**src/rtl/gf8_pkg.sv**
```systemverilog
// Shared definitions for the GF(2^8) matrix-vector controller: field polynomial,
// FSM encoding and matrix dimension.
package gf8_pkg;

  localparam logic [8:0] POLY_AES = 9'h11B;
  localparam int         DIM      = 4;
  localparam logic [1:0] LAST_IDX = 2'(DIM - 1);

  typedef enum logic [1:0] {
    IDLE = 2'd0,
    MAC  = 2'd1,
    EMIT = 2'd2
  } state_t;

endpackage

```
**src/rtl/gf8_matvec_ctrl_if.sv**
```systemverilog
// Operand/command and result channels of the GF(2^8) 4x4 matrix-vector unit.
interface gf8_matvec_ctrl_if;

  // Handshakes: a transfer happens on a rising edge where valid (start / y_valid)
  // and ready (start_ready / y_ready) are both high; the offering side holds its
  // payload (mat_in/vec_in or y_data/y_row) stable until that edge.
  logic         start;
  logic         start_ready;
  logic [127:0] mat_in;
  logic [31:0]  vec_in;
  logic         abort;
  logic         y_valid;
  logic         y_ready;
  logic [7:0]   y_data;
  logic [1:0]   y_row;
  logic         done;

  modport master (
    output start, mat_in, vec_in, abort, y_ready,
    input  start_ready, y_valid, y_data, y_row, done
  );

  modport slave (
    input  start, mat_in, vec_in, abort, y_ready,
    output start_ready, y_valid, y_data, y_row, done
  );

endinterface

```
**src/rtl/GF8_Multiplier.sv**
```systemverilog
// Combinational 8x8 carry-less (polynomial over GF(2)) multiply, unreduced 16-bit product.
module GF8_Multiplier (
  input  logic [7:0]  a,
  input  logic [7:0]  b,
  output logic [15:0] p
);

  always_comb begin
    p = '0;
    for (int i = 0; i < 8; i++) begin
      if (b[i]) p = p ^ ({8'h00, a} << i);
    end
  end

endmodule

```
**src/rtl/gf8_matvec_ctrl.sv**
```systemverilog
// Sequential GF(2^8) 4x4 matrix times 4-vector: one multiply-accumulate per cycle,
// each row reduced mod POLY and handed out over a valid/ready result channel.
module gf8_matvec_ctrl
  import gf8_pkg::*;
#(
  parameter logic [8:0] POLY = POLY_AES
) (
  input  logic              clk,
  input  logic              reset,
  gf8_matvec_ctrl_if.slave  bus,
  output state_t            state_dbg
);

  state_t       state;
  logic [1:0]   row, col;
  logic [14:0]  acc;
  logic [127:0] mat_q;
  logic [31:0]  vec_q;
  logic [7:0]   y_data_q;
  logic         y_valid_q, done_q;
  logic [15:0]  product;
  logic [14:0]  acc_next;
  logic         unused_product_msb;

  // Long division by POLY; bit 15 of an 8x8 product is always zero.
  function automatic logic [7:0] gf_reduce(input logic [14:0] x);
    logic [14:0] r;
    r = x;
    for (int i = 14; i >= 8; i--) begin
      if (r[i]) r = r ^ (15'(POLY) << (i - 8));
    end
    return r[7:0];
  endfunction

  GF8_Multiplier u_mul (
    .a (mat_q[{row, col, 3'b000} +: 8]),
    .b (vec_q[{col, 3'b000} +: 8]),
    .p (product)
  );

  assign acc_next           = acc ^ product[14:0];
  assign unused_product_msb = product[15];

  always_ff @(posedge clk or negedge reset) begin
    if (!reset) begin
      state     <= IDLE;
      row       <= '0;
      col       <= '0;
      acc       <= '0;
      mat_q     <= '0;
      vec_q     <= '0;
      y_data_q  <= '0;
      y_valid_q <= 1'b0;
      done_q    <= 1'b0;
    end else begin
      done_q <= 1'b0;
      case (state)
        IDLE: begin
          if (bus.start) begin
            mat_q <= bus.mat_in;
            vec_q <= bus.vec_in;
            acc   <= '0;
            row   <= '0;
            col   <= '0;
            state <= MAC;
          end
        end
        MAC: begin
          if (bus.abort) begin
            state <= IDLE;
          end else if (col == LAST_IDX) begin
            y_data_q  <= gf_reduce(acc_next);
            y_valid_q <= 1'b1;
            state     <= EMIT;
          end else begin
            acc <= acc_next;
            col <= col + 2'd1;
          end
        end
        EMIT: begin
          // Abort wins over a handshake landing on the same edge.
          if (bus.abort) begin
            y_valid_q <= 1'b0;
            state     <= IDLE;
          end else if (bus.y_ready) begin
            y_valid_q <= 1'b0;
            if (row == LAST_IDX) begin
              done_q <= 1'b1;
              state  <= IDLE;
            end else begin
              row   <= row + 2'd1;
              col   <= '0;
              acc   <= '0;
              state <= MAC;
            end
          end
        end
        default: state <= IDLE;
      endcase
    end
  end

  assign bus.start_ready = (state == IDLE);
  assign bus.y_valid     = y_valid_q;
  assign bus.y_data      = y_data_q;
  assign bus.y_row       = row;
  assign bus.done        = done_q;
  assign state_dbg       = state;

endmodule

```
**src/flat_wrapper.sv**
```systemverilog
// flat-port wrapper written by rule: the top's interface ports become plain ports
module gf8_matvec_ctrl_flat import gf8_pkg::*;
#(
  parameter logic [8:0] POLY = POLY_AES
)
  (clk, reset, state_dbg, bus_start, bus_mat_in, bus_vec_in, bus_abort, bus_y_ready, bus_start_ready, bus_y_valid, bus_y_data, bus_y_row, bus_done);
  gf8_matvec_ctrl_if bus_i ();
  input  logic clk;
  input  logic reset;
  output state_t state_dbg;
  input wire logic [$bits(bus_i.start)-1:0] bus_start;
  input wire logic [$bits(bus_i.mat_in)-1:0] bus_mat_in;
  input wire logic [$bits(bus_i.vec_in)-1:0] bus_vec_in;
  input wire logic [$bits(bus_i.abort)-1:0] bus_abort;
  input wire logic [$bits(bus_i.y_ready)-1:0] bus_y_ready;
  output wire logic [$bits(bus_i.start_ready)-1:0] bus_start_ready;
  output wire logic [$bits(bus_i.y_valid)-1:0] bus_y_valid;
  output wire logic [$bits(bus_i.y_data)-1:0] bus_y_data;
  output wire logic [$bits(bus_i.y_row)-1:0] bus_y_row;
  output wire logic [$bits(bus_i.done)-1:0] bus_done;
  assign bus_i.start = bus_start;
  assign bus_i.mat_in = bus_mat_in;
  assign bus_i.vec_in = bus_vec_in;
  assign bus_i.abort = bus_abort;
  assign bus_i.y_ready = bus_y_ready;
  assign bus_start_ready = bus_i.start_ready;
  assign bus_y_valid = bus_i.y_valid;
  assign bus_y_data = bus_i.y_data;
  assign bus_y_row = bus_i.y_row;
  assign bus_done = bus_i.done;
  gf8_matvec_ctrl #(.POLY(POLY)) u_core (.clk(clk), .reset(reset), .bus(bus_i), .state_dbg(state_dbg));
endmodule
```
**config.mk**
```make
export PLATFORM = sky130hd
export DESIGN_NAME = gf8_matvec_ctrl_flat
export DESIGN_NICKNAME = d
export VERILOG_FILES = /design/src/rtl/gf8_pkg.sv /design/src/rtl/gf8_matvec_ctrl_if.sv /design/src/rtl/GF8_Multiplier.sv /design/src/rtl/gf8_matvec_ctrl.sv /design/src/flat_wrapper.sv
export SDC_FILE = /design/constraint.sdc
export NUM_CORES = 1
export LEC_CHECK = 0
export CAP_MARGIN = 20
export CORE_MARGIN = 2
export CORE_UTILIZATION = 40
export CTS_BUF_LIST = sky130_fd_sc_hd__clkbuf_16
export DETAILED_ROUTE_END_ITERATION = 10
export DONT_BUFFER_PORTS = 1
export HOLD_SLACK_MARGIN = 0.1
export PLACE_DENSITY = 0.64
export SKIP_CTS_REPAIR_TIMING = 1
export SYNTH_ARGS = -nofsm -noshare
export SYNTH_HDL_FRONTEND = slang
export SYNTH_SLANG_ARGS = --single-unit
```
**constraint.sdc**
```tcl
create_clock -name clk -period 4.2 [get_ports clk]
set_input_delay 0.84 -clock clk [delete_from_list [all_inputs] [get_ports clk]]
set_output_delay 0.84 -clock clk [all_outputs]
set_load 0.02 [all_outputs]
```
==> out/qor.csv <==
metric,value,unit
GPL Wtd Cong,0.8988,
port bufs,0,
status,"complete, no violations",
fmax,271.5,MHz
H-tree depth,4,
Die ar.,0.02557,mm^2
CTS root buffer,clkbuf_16,
Leakage,4.378,nW
Clock Power Share,12.8,%
total power,0.01287,W
NetSw,0.004839,W
minimum clock period,3.684,ns
reg2reg start,u_core.bus.y_row[1],
core box area,0.02411,mm^2
CTS tree,yes,
synthesized cell area,0.009723,mm^2
Rows,57,
top post-synthesis cells by area,"dfrtp_1 (49%), mux2_2 (20%), mux4_2 (4.6%), mux2i_1 (3.9%), xnor3_1 (3.2%)",
clock sinks,191,
Placed Cells,1011,
largest net degree at the start of global routing,192,
die height,159.9,um
worst reg-to-reg path cell count,10,
HPWL Detailed,17650,um
"Hold Violations, Final",0,
Synth cell types,44,
CTS Buf Count,17,
DRT antenna net count,0,
Mapped Nets,877,
initial antenna violation count,12,
die width,159.9,um
drt drc,0,
first-pass GRT wire length,37940,um
Area Growth Syn to Fin,10.66,%
Critical Path Fanout Max,23,
period utilisation layout,87.71,%
hold crit path type,in -> async,
Total Wirelength,24430,um
I/O pin cnt,180,
gr ovfl total,0,
Reg power frac,23.0,%
syn avg cell area,13.69,um^2
Worst Slack Setup Final,0.5162,ns
Post-synth ARST share,100.0,%
Switching Fraction,37.59,%
VDD IR max,1708,uV
Internal Power,0.008033,W
CP Class,reg -> reg,
r2r endpoint,u_core.bus.y_data[4],
share of the synthesized area in the top cell type,49.16,%
worst slack at placement,0.5661,ns
top post-synthesis cells by count,"dfrtp_1 (191), mux2_2 (171), nand2_1 (54)",
Finished Layout Cells,1051,
drt pass-1 iters,6,
Setup TNS Final,0,ns
Worst-Margin Slew,0.7872,ns
vias per cell,5.409,
power density cells,1196,mW/mm^2
clk_lat worst skew,0.43,ns
"count leader, synth",dfrtp_1,
routed length per instance,23.24,um
register bit total from synthesis,191,
Critical Path AT,4.00,ns
Max-slew headroom,47.52,%
placed inst area,0.01009,mm^2
Final Net Count,876,
Slew Limit Fails,0,
vias in the first global route,6208,
Post-synth EDFFs,0,
Via Count,5685,
"Reg clk slew, reported paths",0.07,ns
startpoint class of the critical path,flip-flop,
Ys Warns,0,
RSZ-0062 raised after global routing,no,
Clock Path Buffers,2,
clock skew,0.009613,ns
Starting Density,40.34,%
Synth Flop Type,dfrtp_1,
Synth area leader,dfrtp_1,
crit path capture type,flip-flop,
initial DRC count,463,
"setup slack, reg-to-reg",0.52,ns
final setup fails,0,
Syn Inst Count,710,
Combinational Power Share,64.2,%
sequential element share of the synthesized area,49.16,%
max capacitance violation total,0,
fin area,0.01076,mm^2
Crit path required time,4.51,ns
GRT Util Overall,19.54,%
share of cells above drive strength 1,34.81,%
sequential cells by signal, summed over array words and instances, names as in the netlist:
signal and count:
u_core.bus.y_valid 1, u_core.state_dbg 2, u_core.col 2, u_core.bus.done 1, u_core.bus.y_data 8, u_core.bus.y_row 2, u_core.acc 15, u_core.mat_q 128
u_core.vec_q 32
worst max-delay path by stage:
| stage | from | to | slack, ns |
|---|---|---|---|
| floorplan | u_core.col[1] | u_core.bus.y_data[4] | 0.91 |
| global route | u_core.bus.y_row[1] | u_core.bus.y_data[1] | 0.31 |
| global placement | u_core.col[1] | u_core.bus.y_data[4] | 0.60 |
| finish | u_core.bus.y_row[1] | u_core.bus.y_data[4] | 0.52 |
| CTS | u_core.bus.y_row[1] | u_core.bus.y_data[1] | 0.54 |
| detailed placement | u_core.bus.y_row[1] | u_core.bus.y_data[4] | 0.57 |
worst max-delay path, cell delays in order, from the launching register on:
cell,delay [ns]
dfrtp_2,0.63
buf_12,0.25
mux2i_1,0.30
a22oi_1,0.18
a21oi_1,0.62
nor3_1,0.16
xor2_1,0.25
xnor3_1,0.45
xor2_1,0.21
xnor3_1,0.22
mux2_2,0.27
power groups by stage:
| stage | clock, W | combinational [W] | sequential (W) |
|---|---|---|---|
| after global routing | 0.00178 | 0.00886 | 0.00305 |
| after floorplan | 0 | 0.00682 | 0.00279 |
| final | 0.00165 | 0.00827 | 0.00296 |
| after CTS | 0.00168 | 0.00830 | 0.00296 |
| after global placement | 0 | 0.00810 | 0.00295 |
| after detailed placement | 0 | 0.00826 | 0.00299 |
layer usage:
layer | share of wire [%] | track usage (%) | routed length, um | up-vias
met5 | 0.25 | 0 | 61 | -
met4 | 1.5 | 5.364 | 371 | 10
li1 | - | - | - | 2574
met2 | 48 | 31.31 | 11850 | 200
met1 | 41 | 24.31 | 9905 | 2866
met3 | 9.2 | 8.468 | 2245 | 35
kinds of logic after synthesis:
logic type,count (synthesis),share of synthesized area [%]
AO/OA/AOI/OAI,62,4.105
AND/OR/NAND/NOR,107,5.019
adder cells (fa/ha/maj),2,0.2573
multiplexers,235,29.97
buffers and inverters,43,2.265
flip-flops,191,49.16
XOR/XNOR,70,9.227
through the flow:
| step | utilization [%] | hold WS, ns |
|---|---|---|
| final | 44.63 | 0.2390 |
| after detailed placement | 41.84 | 0.4933 |
| after global routing | 44.58 | 0.2272 |
| after global placement | 41.84 | 0.4855 |
| after CTS | 44.26 | 0.07944 |
| after floorplan | - | 0.4670 |
area by class of cell:
type / count / area, um^2
Clock buffer: 17 / 425.4
Inverter: 4 / 15.01
Clock inverter: 14 / 157.7
Sequential cell: 191 / 4782
Fill cell: 2222 / 13350
Multi-Input combinational cell: 476 / 4726
Tap cell: 324 / 405.4
Timing Repair Buffer: 19 / 232.7
Antenna cell: 6 / 15.01
cells in the final DEF (no fill, tap or decap), types with 3 or more instances in the layout:
master,count
inv_6,4
inv_1,4
buf_12,4
clkbuf_16,17
diode_2,6
nand3_1,3
nor3b_1,4
mux2i_1,38
nand2_1,54
a21oi_1,10
o21ai_0,18
buf_4,13
dfrtp_1,189
mux4_1,6
nor2_1,17
xnor3_1,14
xnor2_1,34
nor2b_1,3
a22oi_1,12
nand2b_1,6
o21ai_1,6
mux2_2,171
clkinv_2,3
mux4_2,20
xor2_1,15
a22o_1,8
nor3_1,12
Note: power is estimated with default switching activity, not from simulation.
